File: config.mk
export PLATFORM = sky130hd
export DESIGN_NAME = common_tcam_entry_store
export DESIGN_NICKNAME = d
export VERILOG_FILES = /design/src/rtl/common_tcam_entry_store.sv
export SDC_FILE = /design/constraint.sdc
export NUM_CORES = 1
export LEC_CHECK = 0
export BUFFER_PORTS_ARGS = -buffer_cell sky130_fd_sc_hd__buf_2
export CAP_MARGIN = 20
export CORE_AREA = 3 3 77 79
export CTS_CLUSTER_SIZE = 30
export DETAILED_ROUTE_END_ITERATION = 6
export DIE_AREA = 0 0 80 82
export PLACE_DENSITY = 0.73
export SLEW_MARGIN = 30
export SYNTH_ARGS = -nofsm -noshare
export SYNTH_HDL_FRONTEND = slang
export SYNTH_SLANG_ARGS = --single-unit
File: constraint.sdc
create_clock -name clk -period 2.4 [get_ports clk]
set_input_delay 0.36 -clock clk [delete_from_list [all_inputs] [get_ports clk]]
set_output_delay 0.36 -clock clk [all_outputs]
set_load 0.01 [all_outputs]
File: src/rtl/common_tcam_entry_store.sv
// Tag/valid storage feeding the coupling TCAM: allocates into the lowest free
// entry, or replaces a round-robin victim when full and reports the evicted tag.
module common_tcam_entry_store #(
    parameter  int CAM_DEPTH  = 4,
    parameter  int CAM_WIDTH  = 8,
    localparam int ADDR_WIDTH = $clog2(CAM_DEPTH)
) (
    input  logic                           clk,
    input  logic                           resetn,
    input  logic                           i_alloc_valid,
    input  logic [CAM_WIDTH-1:0]           i_alloc_data,
    output logic                           o_alloc_ready,
    output logic [ADDR_WIDTH-1:0]          o_alloc_addr,
    input  logic                           i_inv_valid,
    input  logic [ADDR_WIDTH-1:0]          i_inv_addr,
    input  logic                           i_flush,
    output logic                           o_evict_valid,
    output logic [ADDR_WIDTH-1:0]          o_evict_addr,
    output logic [CAM_WIDTH-1:0]           o_evict_data,
    output logic [CAM_DEPTH*CAM_WIDTH-1:0] tdata,
    output logic [CAM_DEPTH-1:0]           dvalid,
    output logic [ADDR_WIDTH:0]            o_count,
    output logic                           o_full
);

    logic [CAM_WIDTH-1:0]  entry [CAM_DEPTH];
    logic [CAM_DEPTH-1:0]  valid;
    logic [CAM_DEPTH-1:0]  valid_nxt;
    logic [ADDR_WIDTH-1:0] vptr;
    logic [ADDR_WIDTH-1:0] target;
    logic [ADDR_WIDTH:0]   count_nxt;
    logic                  accept;
    logic                  target_hit;

    assign o_alloc_ready = !i_flush;
    assign accept        = i_alloc_valid && !i_flush;

    // Lowest-index free entry wins; the victim pointer is used only when full.
    always_comb begin
        target = vptr;
        for (int i = CAM_DEPTH - 1; i >= 0; i--) begin
            if (!valid[i]) begin
                target = ADDR_WIDTH'(i);
            end
        end
    end

    assign target_hit   = valid[target];
    assign o_alloc_addr = target;

    // Allocation overrides an invalidate to the same index; flush overrides all.
    always_comb begin
        valid_nxt = valid;
        for (int i = 0; i < CAM_DEPTH; i++) begin
            if (i_inv_valid && (i_inv_addr == ADDR_WIDTH'(i))) begin
                valid_nxt[i] = 1'b0;
            end
        end
        if (accept) begin
            valid_nxt[target] = 1'b1;
        end
        if (i_flush) begin
            valid_nxt = '0;
        end
    end

    always_comb begin
        count_nxt = '0;
        for (int i = 0; i < CAM_DEPTH; i++) begin
            count_nxt = count_nxt + (ADDR_WIDTH + 1)'(valid_nxt[i]);
        end
    end

    always_ff @(posedge clk or negedge resetn) begin
        if (!resetn) begin
            valid   <= '0;
            o_count <= '0;
            o_full  <= 1'b0;
        end else begin
            valid   <= valid_nxt;
            o_count <= count_nxt;
            o_full  <= (count_nxt == (ADDR_WIDTH + 1)'(CAM_DEPTH));
        end
    end

    always_ff @(posedge clk or negedge resetn) begin
        if (!resetn) begin
            for (int i = 0; i < CAM_DEPTH; i++) begin
                entry[i] <= '0;
            end
        end else begin
            for (int i = 0; i < CAM_DEPTH; i++) begin
                if (accept && (target == ADDR_WIDTH'(i))) begin
                    entry[i] <= i_alloc_data;
                end
            end
        end
    end

    // Eviction address/data hold after the pulse so they can be read late.
    always_ff @(posedge clk or negedge resetn) begin
        if (!resetn) begin
            vptr          <= '0;
            o_evict_valid <= 1'b0;
            o_evict_addr  <= '0;
            o_evict_data  <= '0;
        end else begin
            o_evict_valid <= accept && target_hit;
            if (accept && target_hit) begin
                o_evict_addr <= target;
                o_evict_data <= entry[target];
                if (vptr == ADDR_WIDTH'(CAM_DEPTH - 1)) begin
                    vptr <= '0;
                end else begin
                    vptr <= vptr + 1'b1;
                end
            end
        end
    end

    assign dvalid = valid;

    for (genvar g = 0; g < CAM_DEPTH; g++) begin : g_tdata
        assign tdata[CAM_WIDTH*g +: CAM_WIDTH] = entry[g];
    end

endmodule
### Word-level counts from Yosys, hierarchy flattened

Index checks and enable logic that the tools add are counted.

* add/sub/neg operators: 4
* magnitude comparators: 3
* equality and inequality tests: 8
* multiplexer cells: 18
* bitwise gates (word level): 2
* reductions and logical operators: 14

Operators by type and width (count)
* $bmux 8 s2: 1
* $mux 8: 2
* $logic_and 1x1->1: 11
* $eq 2x2->1 const B: 5
* $mux 2: 5
* $mux 4: 2
* $mux 1: 6
* $eq 2x1->1 const B: 2
* $logic_not 2->1: 2
* $or 4x4->4: 1
* $add 2x1->3: 1
* $add 3x1->3: 1
* $eq 3x3->1 const B: 1
* $ge 3x3->1 const B: 1
* $lt 2x3->1 const B: 1
* $not 2->3: 1
* $add 1x1->2: 1
* $add 2x1->2 const B: 1
* $bmux 1 s2: 1
* $demux 1 s2: 1
* $ge 2x1->1 const B: 1
* $logic_not 1->1: 1

* register bits after elaboration: 53
* bits of input ports: 15
* output and inout port bits: 54
* word-level logic and storage cells: 60

### Longest topological paths before layout

Gate-level depths: netlist (run 1).

* depth after elaboration: 15
* mapped depth: 11
* gate-level depth less buffers: 10

### Worst setup path before layout (run 1)

No wires, ideal clock.

* kind: flip-flop to flip-flop
* start point: register valid[2], in the netlist dvalid[2]
* end point: register o_full
* setup time: 0.088 ns
* arrival time: 2.645 ns
* data required time: 2.312 ns
* setup slack: -0.333 ns
* cell stages (with the launch flop): 12
* path buffers: 1
* period minus slack after synthesis: 2.733 ns
* path through: dfrtp_1 > and2_1 > buf_4 > a21oi_2 > inv_2 > nor3_4 > nor2_1 > fa_1 > inv_1 > ha_1 > ha_1 > nor3b_1

* cells in the longest elaborated chain, start to end: 14
* elaborated cells between the ends (all ways): 16
* classes of those cells: 3 x add/sub; 2 x order compare; 1 x eq/ne; 8 x mux; 1 x bitwise; 1 x reduce/logical

RTL lines
* start, declared: line 27 `logic [CAM_DEPTH-1:0] valid;`
* start signal, assigned: line 80 `valid <= valid_nxt;`
* $mux 2 (3 in series): line 42 `if (!valid[i]) begin`
* $lt 2x3->1 (implied by the code) or $ge 2x1->1 (tied branches): line 60 `valid_nxt[target] = 1'b1;`
* $logic_and 1x1->1 (implied by the code): line 60
* $mux 1 (implied by the code): line 60
* $demux 1 s2: line 60
* $or 4x4->4 (no source line)
* $mux 4 (*): line 59 `if (accept) begin`
* $mux 4 (*): line 62 `if (i_flush) begin`
* $add 1x1->2: line 70 `count_nxt = count_nxt + (ADDR_WIDTH + 1)'(valid_nxt[i]);`
* $add 2x1->3: line 70
* $add 3x1->3 (*): line 70
* net count_nxt[1]: line 31 `logic [ADDR_WIDTH:0] count_nxt;`
* $eq 3x3->1 (*): line 82 `o_full <= (count_nxt == (ADDR_WIDTH + 1)'(CAM_DEPTH));`
* end signal, assigned: line 82
* end, declared: line 23 `output logic o_full`

The timed path passes the listed nets; every way through them passes the cells marked *.
A chain may end at the register's enable or synchronous reset.

### Worst setup path in the final report (run 1)

Same ends and word-level chain as after synthesis.

==> results of run 1 <==
## cell type report
type,count,area (um2)
clock buffers,7,86.3
clock inverters,1,30.0
fillers,483,2300
inverters,14,52.6
multi-input cells,121,1040
flip-flops and latches,53,1330
well taps,72,90.1
repair buffers,85,480
## Yosys cell counts
library cell	number
nor3_4	2
nand2b_1	1
clkbuf_1	2
a21oi_2	1
nand3b_1	2
o311a_1	1
inv_2	2
nand4_1	1
nor2_1	10
mux2_2	32
or2_2	1
o22ai_1	1
mux2i_1	8
a31o_2	1
and4b_1	1
buf_6	1
buf_4	1
fa_1	1
a211oi_1	24
buf_2	2
nand4_4	1
nor3_1	2
and3b_1	1
ha_1	3
dfrtp_1	53
clkinv_1	1
a21o_1	1
nand3_1	5
nor3b_1	1
a21oi_1	2
nor2_2	1
and2_1	2
a31oi_1	1
nand2_1	13
inv_1	11
nor2b_1	1
## state kept, by name (all words and copies together) (netlist names)
register,flops
tdata,32
o_evict_valid,1
vptr,2
o_count,3
o_evict_addr,2
dvalid,4
o_full,1
o_evict_data,8
## final timing paths
path / startpoint / end / slack, ps
worst max-delay path: dvalid[2]$_DFF_PN0_ / o_full$_DFF_PN0_ / 90
worst min-delay path: resetn / tdata[28]$_DFFE_PN0P_ / 60
worst max register to register: dvalid[2]$_DFF_PN0_ / o_full$_DFF_PN0_ / 90
worst min register to register: o_evict_addr[1]$_DFFE_PN0P_ / o_evict_addr[1]$_DFFE_PN0P_ / 490
max in group asynchronous: resetn / tdata[23]$_DFFE_PN0P_ / 1770
min in group clk: i_alloc_data[4] / tdata[12]$_DFFE_PN0P_ / 320
## cells by family after synthesis
| logic type | Yosys count | synth area share [%] |
|---|---|---|
| mux | 40 | 18.3 |
| buf+inv | 20 | 3.68 |
| fa+ha+maj | 4 | 2.39 |
| flops | 53 | 55.0 |
| compound gates | 32 | 9.86 |
| simple gates | 45 | 10.8 |
## stage by stage
stage	std cells	instance area, um2
finish	353	3110
global route	353	3110
CTS	351	3090
detailed placement	343	2970
global placement	343	2970
floorplan	194	2460
## power groups by stage
stage | clock network [mW] | registers [mW] | logic [mW]
finish | 0.624 | 1.12 | 0.543
global placement | 0 | 1.13 | 0.532
floorplan | 0 | 1.19 | 0.244
global route | 0.679 | 1.14 | 0.596
CTS | 0.640 | 1.12 | 0.545
detailed placement | 0 | 1.14 | 0.542
## worst max-delay path: stages, from the launching register on
cell	delay [ps]
dfrtp_2	430
and2_4	210
a21oi_4	260
inv_2	80
nor3_4	140
nor2_2	50
fa_1	470
inv_1	40
ha_2	180
ha_4	240
nor3b_2	140
## per-layer routing
metal	vias up	global-route usage (%)	wire length (um)
met1	913	25.6	2660
met2	49	31.6	2860
met5	-	0	0
met3	12	4.39	261
li1	875	-	-
met4	0	7.43	141
## what timing repair did
action,in CTS,in global routing
gates resized for setup,0,2
endpoints found under the setup margin,0,1
hold buffers,0,0
buffers inserted,0,2
==> impl_metrics.json, run 1 <==
{
  "syn-cell-area_um2": 2410,
  "drcViolationCount": 0,
  "switching_share_pct": 28.8,
  "final_common_cell": "buf_2",
  "avgSynthCellArea_um2": 12.4,
  "fin_total_pwr_mw": 2.29,
  "end_kind": "flip-flop",
  "synthCells": 194,
  "cts_buffers": 5,
  "die-area_um2": 6560,
  "syn_to_final_growth_pct": 28.9,
  "drive_gt1_share_pct": 50.5,
  "cp_max_fo": 9,
  "yosys_warnings": 0,
  "synth_seq_cells": 53,
  "setup_tns_ps": 0,
  "post-dp-hpwl_um": 4260,
  "run_status": "completed",
  "antenna_found_initial": 0,
  "rsz0062_at_grt": "true",
  "r2r_cells": 10,
  "portBuffers": 68,
  "num_vias": 1849,
  "hold_viol_final": 0,
  "synth_cell_types": 36,
  "seqPwrFrac_pct": 49.0,
  "clockPowerShare_pct": 27.3,
  "fmax_ghz": 0.434,
  "diodes": 0,
  "post-route-min-period_ps": 2310,
  "std_cell_rows": 27,
  "worst_pin_slew_ps": 639,
  "cp-start-kind": "flip-flop",
  "worst_ep_arrival_time_ps": 2540,
  "slew_violations": 0,
  "synth_area_leader_cell": "dfrtp_1",
  "cts_sinks": 53,
  "drv_cap": 0,
  "skew_ps": 5.83,
  "final_util_pct": 57.5,
  "die_w_um": 80,
  "grt_overflow_total": 0,
  "core_area_um2": 5410,
  "floorplan.initialDensity_pct": 44.6,
  "grt_pass1_vias": 1886,
  "total_switching_power_uw": 658,
  "grt_util_all_layers_pct": 19.5,
  "p_leak_nw": 1.63,
  "fin_crit_sh_pct": 96.1,
  "pre_cts_slack_ps": 36.4,
  "htreeDepth": 2,
  "cts-root-buf": "clkbuf_8",
  "p_int_mw": 1.63,
  "drt_iter0_markers": 70,
  "synth-seq-area-share_pct": 55.0,
  "p_comb_share_pct": 23.7,
  "io_pins": 69,
  "grt_pass1_wl_um": 9560,
  "crit_required_ps": 2640,
  "fin_nets": 299,
  "avgViaCountPerCell": 5.24,
  "cts-root-to-sink-buffers": 2,
  "finalSetupViolCount": 0,
  "worst-setup-path-type": "reg -> reg",
  "first_pass_iters": 4,
  "hold_class": "in -> async",
  "ant_nets": 0,
  "synth_top_area_share_pct": 55.0,
  "cts_tree": "done",
  "final_cell_mix": "68 x buf_2, 50 x dfrtp_1, 32 x mux2_2",
  "whs_ps": 63.9,
  "clock_latency_ps": 310,
  "ir_drop_mv": 0.490,
  "slew_headroom_pct": 57.4,
  "routed_wl_um": 5910,
  "die_h_um": 82,
  "worst_slack_ps": 94.7,
  "gp_congestion": 0.861,
  "p_per_area_nw_per_um2": 736,
  "yosys-top-cells-area": "dfrtp_1 55%, mux2_2 15%, a211oi_1 7.5%",
  "wl_per_cell_um": 16.8,
  "grt_max_degree": 28,
  "syn_nets": 213,
  "path_clk_slew_ps": 90
}
No activity file was read; power rests on OpenSTA's default activity.
==> inputs of run 2 (changes only) <==
Settings changed: MAX_ROUTING_LAYER from default to met4.
==> impl_metrics.json, run 2 (synthesized netlist as in run 1, its figures left out) <==
{
  "run_status": "completed",
  "r2r_slack_ps": 100,
  "final.fill_count": 483,
  "drcViolationCount": 0,
  "worst_ep_arrival_time_ps": 2540,
  "worst_pin_slew_ps": 637,
  "largest_reg_flops": 32,
  "ant_nets": 0,
  "io_pins": 69,
  "post-route-min-period_ps": 2300,
  "htreeDepth": 2,
  "drive_gt1_share_pct": 50.5,
  "diodes": 0,
  "finalSetupViolCount": 0,
  "portBuffers": 68,
  "routed_wl_um": 5920,
  "drv_cap": 0,
  "slew_violations": 0,
  "placedCellCount": 343,
  "gp_congestion": 0.875,
  "placed_area_um2": 2970,
  "max_stage_delay_ps": 470,
  "hold_viol_final": 0,
  "hold_buffers": 0,
  "cts-root-to-sink-buffers": 2,
  "slew_headroom_pct": 57.5,
  "end_kind": "flip-flop",
  "fmax_ghz": 0.434,
  "crit_slowest_cell": "fa_1",
  "wl_per_cell_um": 16.8,
  "grt_util_all_layers_pct": 20.0,
  "p_per_area_nw_per_um2": 736,
  "cts_buffers": 5,
  "core_area_um2": 5410,
  "r2r_cells": 10,
  "final_cell_mix": "68 x buf_2, 50 x dfrtp_1, 32 x mux2_2",
  "worst-setup-path-type": "reg -> reg",
  "ir_drop_mv": 0.491,
  "cp_max_fo": 9,
  "clock_latency_ps": 310,
  "setup_tns_ps": 0,
  "design_area_um2": 3110,
  "grt_overflow_total": 0,
  "die-area_um2": 6560,
  "std_cell_rows": 27,
  "worst_slack_ps": 96.4,
  "antenna_found_initial": 0,
  "fin_nets": 299,
  "rsz0062_at_grt": "true",
  "cp-startpoint": "dvalid[2]$_DFF_PN0_",
  "cts-root-buf": "clkbuf_8",
  "cts_sinks": 53,
  "cp-start-kind": "flip-flop",
  "die_h_um": 82,
  "grt_max_degree": 28,
  "critical_path_buf_inv_count": 2,
  "cp_top_family": "adder cells",
  "cts_tree": "done",
  "worst_r2r_endpoint": "o_full$_DFF_PN0_",
  "post-dp-hpwl_um": 4260,
  "final_cell_count_no_fill": 353,
  "final_common_cell": "buf_2",
  "fin_crit_sh_pct": 96.0,
  "reg2reg_from": "dvalid[2]$_DFF_PN0_",
  "die_w_um": 80,
  "pre_cts_slack_ps": 36.4,
  "crit_required_ps": 2640,
  "num_vias": 1847,
  "syn_to_final_growth_pct": 28.9,
  "drt_iter0_markers": 59,
  "skew_ps": 6.37,
  "grt_pass1_vias": 1887,
  "avgViaCountPerCell": 5.23,
  "p_leak_nw": 1.63,
  "hold_class": "in -> async",
  "floorplan.initialDensity_pct": 44.6,
  "cp_cell_sequence": "and2_4 > a21oi_4 > inv_2 > nor3_4 > nor2_2 > fa_1 > inv_1 > ha_2 > ha_4 > nor3b_2",
  "path_clk_slew_ps": 90,
  "fin_total_pwr_mw": 2.29,
  "first_pass_iters": 4,
  "grt_pass1_wl_um": 9550
}
run 2: worst reg2reg max path: cells and delay by family (launching register included):
kind,cells,cell delay (ps)
fa+ha+maj,3,890
simple gates,4,540
flops,1,430
compound gates,1,260
buf+inv,2,120
run 2: stage by stage:
step	hold WS, ps	utilization (%)
after global placement	413	55.0
after floorplan	64.4	-
after detailed placement	427	55.0
after global routing	108	57.5
after CTS	83.4	57.1
final	65.2	57.5
run 2: repair_timing:
action	in CTS	in global routing
resized for setup	0	2
setup buffers	0	2
endpoints found under the setup margin	0	1
run 2: final cells by class:
| cell class | count | area, um2 | area share (%) |
|---|---|---|---|
| flip-flops and latches | 53 | 1330 | 42.8 |
| well taps | 72 | 90.1 | 2.90 |
| multi-input cells | 121 | 1040 | 33.4 |
| clock inverters | 1 | 30.0 | 0.966 |
| inverters | 14 | 52.6 | 1.69 |
| clock buffers | 7 | 86.3 | 2.78 |
| repair buffers | 85 | 480 | 15.5 |
run 2: metal layers:
layer	vias up	wire length [um]	part of all wire, %	track usage [%]
met1	909	2660	45	25.5
met3	12	269	4.5	4.39
met2	51	2850	48	31.7
li1	875	-	-	-
met5	-	0	0	-
met4	0	141	2.4	7.43
run 2: power by group:
group	total, mW	switching (mW)	internal, mW
clock	0.625	0.285	0.340
combinational	0.543	0.277	0.266
sequential	1.12	0.0963	1.02
run 2: how the worst max path moves through the flow:
stage | to | slack (ps) | cells after the start
global placement | o_full$_DFF_PN0_ | 110 | 9
finish | o_full$_DFF_PN0_ | 100 | 10
global route | o_full$_DFF_PN0_ | -20 | 10
detailed placement | o_full$_DFF_PN0_ | 40 | 9
floorplan | o_full$_DFF_PN0_ | -80 | 11
CTS | o_full$_DFF_PN0_ | 20 | 9
==> inputs of run 3 (changes only) <==
Settings changed: CORE_AREA 3 3 77 79 to 3 3 73 75, DIE_AREA 0 0 80 82 to 0 0 76 78, PLACE_DENSITY 0.73 to 0.77.
Clock period 2.4 ns to 2.18 ns, I/O delays scaled along.
==> impl_metrics.json, run 3 (synthesized netlist as in run 1, its figures left out) <==
{
  "routed_wl_um": 5820,
  "design_area_um2": 3220,
  "clockPowerShare_pct": 26.7,
  "die_w_um": 76,
  "setup_tns_ps": -15.2,
  "worst_ep_arrival_time_ps": 2420,
  "htreeDepth": 2,
  "fmax_ghz": 0.456,
  "floorplan.initialDensity_pct": 51.0,
  "r2r_cells": 10,
  "post-dp-hpwl_um": 4250,
  "avgViaCountPerCell": 5.29,
  "diodes": 0,
  "gp_congestion": 0.821,
  "drt_iter0_markers": 69,
  "fin_crit_sh_pct": 101,
  "p_comb_share_pct": 24.6,
  "cts-root-to-sink-buffers": 2,
  "p_leak_nw": 1.69,
  "final_common_cell": "buf_2",
  "worst_r2r_endpoint": "o_full$_DFF_PN0_",
  "cts_buffers": 5,
  "cp-start-kind": "flip-flop",
  "worst_slack_ps": -15.2,
  "die_h_um": 78,
  "drcViolationCount": 0,
  "core_area_um2": 4720,
  "grt_max_degree": 38,
  "io_pins": 69,
  "switching_share_pct": 28.5,
  "end_kind": "flip-flop",
  "grt_util_all_layers_pct": 21.8,
  "p_per_area_nw_per_um2": 789,
  "r2r_slack_ps": -20,
  "run_status": "finished with violations",
  "post-route-min-period_ps": 2200,
  "final_cell_mix": "68 x buf_2, 49 x dfrtp_1, 32 x mux2_2",
  "cp_max_fo": 5,
  "rsz0062_at_grt": "true",
  "crit_slowest_cell": "fa_1",
  "hold_viol_final": 0,
  "ant_nets": 0,
  "grt_pass1_vias": 1958,
  "cts_tree": "done",
  "reg2reg_from": "dvalid[1]$_DFF_PN0_",
  "drive_gt1_share_pct": 55.1,
  "final_util_pct": 68.2,
  "fin_nets": 312,
  "p_int_mw": 1.82,
  "cp_cell_sequence": "nor2b_4 > a21oi_4 > buf_4 > nor3_4 > a31oi_2 > fa_1 > inv_2 > ha_4 > ha_4 > nor3b_2",
  "drv_cap": 0,
  "total_switching_power_uw": 726,
  "path_clk_slew_ps": 90,
  "skew_ps": 7.95,
  "slew_violations": 0,
  "multi_input_area_um2": 1070,
  "fin_total_pwr_mw": 2.54,
  "final.fill_count": 366,
  "clock_latency_ps": 300,
  "largest_reg_flops": 32,
  "seqCellArea_um2": 1330,
  "seqPwrFrac_pct": 48.6,
  "critical_path_buf_inv_count": 2,
  "cpMostUsedCell": "ha_4",
  "first_pass_iters": 4,
  "max_stage_delay_ps": 550,
  "cp_top_family": "adder cells",
  "finalSetupViolCount": 1,
  "failed_checks": "negative setup slack",
  "final_cell_count_no_fill": 361,
  "worst_pin_slew_ps": 825,
  "crit_required_ps": 2400,
  "cts-root-buf": "clkbuf_8",
  "wl_per_cell_um": 16.1,
  "hold_class": "in -> async",
  "portBuffers": 68,
  "std_cell_rows": 25,
  "worst-setup-path-type": "reg -> reg",
  "grt_pass1_wl_um": 9780,
  "slew_headroom_pct": 45.0,
  "syn_to_final_growth_pct": 33.7,
  "placedCellCount": 348,
  "placed_area_um2": 3040,
  "num_vias": 1910,
  "grt_overflow_total": 0,
  "cts_sinks": 53,
  "die-area_um2": 5930,
  "antenna_found_initial": 0,
  "ir_drop_mv": 0.553
}
==> run 3: metrics by stage <==
stage	hold slack, ps	setup WS, ps
6_report	121	-15.2
3_3_place_gp	468	4.12
2_1_floorplan	31.4	-295
5_1_grt	160	-117
3_5_place_dp	461	-51.1
4_1_cts	133	-38.1
==> run 3: layer usage <==
metal | part of all wire (%) | GRT usage, % | up-vias
li1 | - | - | 896
met1 | 43 | 27.5 | 956
met2 | 50 | 35.5 | 52
met3 | 4.9 | 4.29 | 6
met4 | 1.3 | 7.61 | 0
met5 | 0 | - | -
==> run 3: area by class of cell <==
cell class,count,area share (%)
Sequential cell,53,41.3
Multi-Input combinational cell,121,33.3
Timing Repair Buffer,98,17.5
Clock buffer,7,2.68
Tap cell,67,2.60
Inverter,14,1.63
Clock inverter,1,0.932
==> run 3: timing repair <==
action                     CTS  global route
hold buffers                 0             0
setup endpoints to repair    1             2
gates resized for setup      6             4
pin swaps                    1             2
buffers inserted             4             1
hold endpoints to repair     0             0
==> run 3: worst max path at each step <==
stage | cells after the start | slack (ps) | end | from
detailed placement | 10 | -50 | o_full$_DFF_PN0_ | dvalid[0]$_DFF_PN0_
global route | 10 | -120 | o_full$_DFF_PN0_ | dvalid[0]$_DFF_PN0_
global placement | 10 | 4 | o_full$_DFF_PN0_ | dvalid[0]$_DFF_PN0_
CTS | 10 | -40 | o_full$_DFF_PN0_ | dvalid[0]$_DFF_PN0_
floorplan | 11 | -290 | o_full$_DFF_PN0_ | dvalid[0]$_DFF_PN0_
finish | 10 | -20 | o_full$_DFF_PN0_ | dvalid[1]$_DFF_PN0_
==> run 3: worst register-to-register path, delay by kind of cell (launching register included) <==
family | cells | cell delay, ps
AO/OA/AOI/OAI | 2 | 120
flip-flops | 1 | 460
adder cells (fa/ha/maj) | 3 | 930
AND/OR/NAND/NOR | 3 | 430
buffers and inverters | 2 | 190
==> run 3: power by group through the flow <==
stage | logic, mW | clock network (mW) | registers, mW
floorplan | 0.272 | 0 | 1.31
global route | 0.686 | 0.744 | 1.26
detailed placement | 0.606 | 0 | 1.25
finish | 0.627 | 0.680 | 1.24
global placement | 0.591 | 0 | 1.25
CTS | 0.631 | 0.694 | 1.24
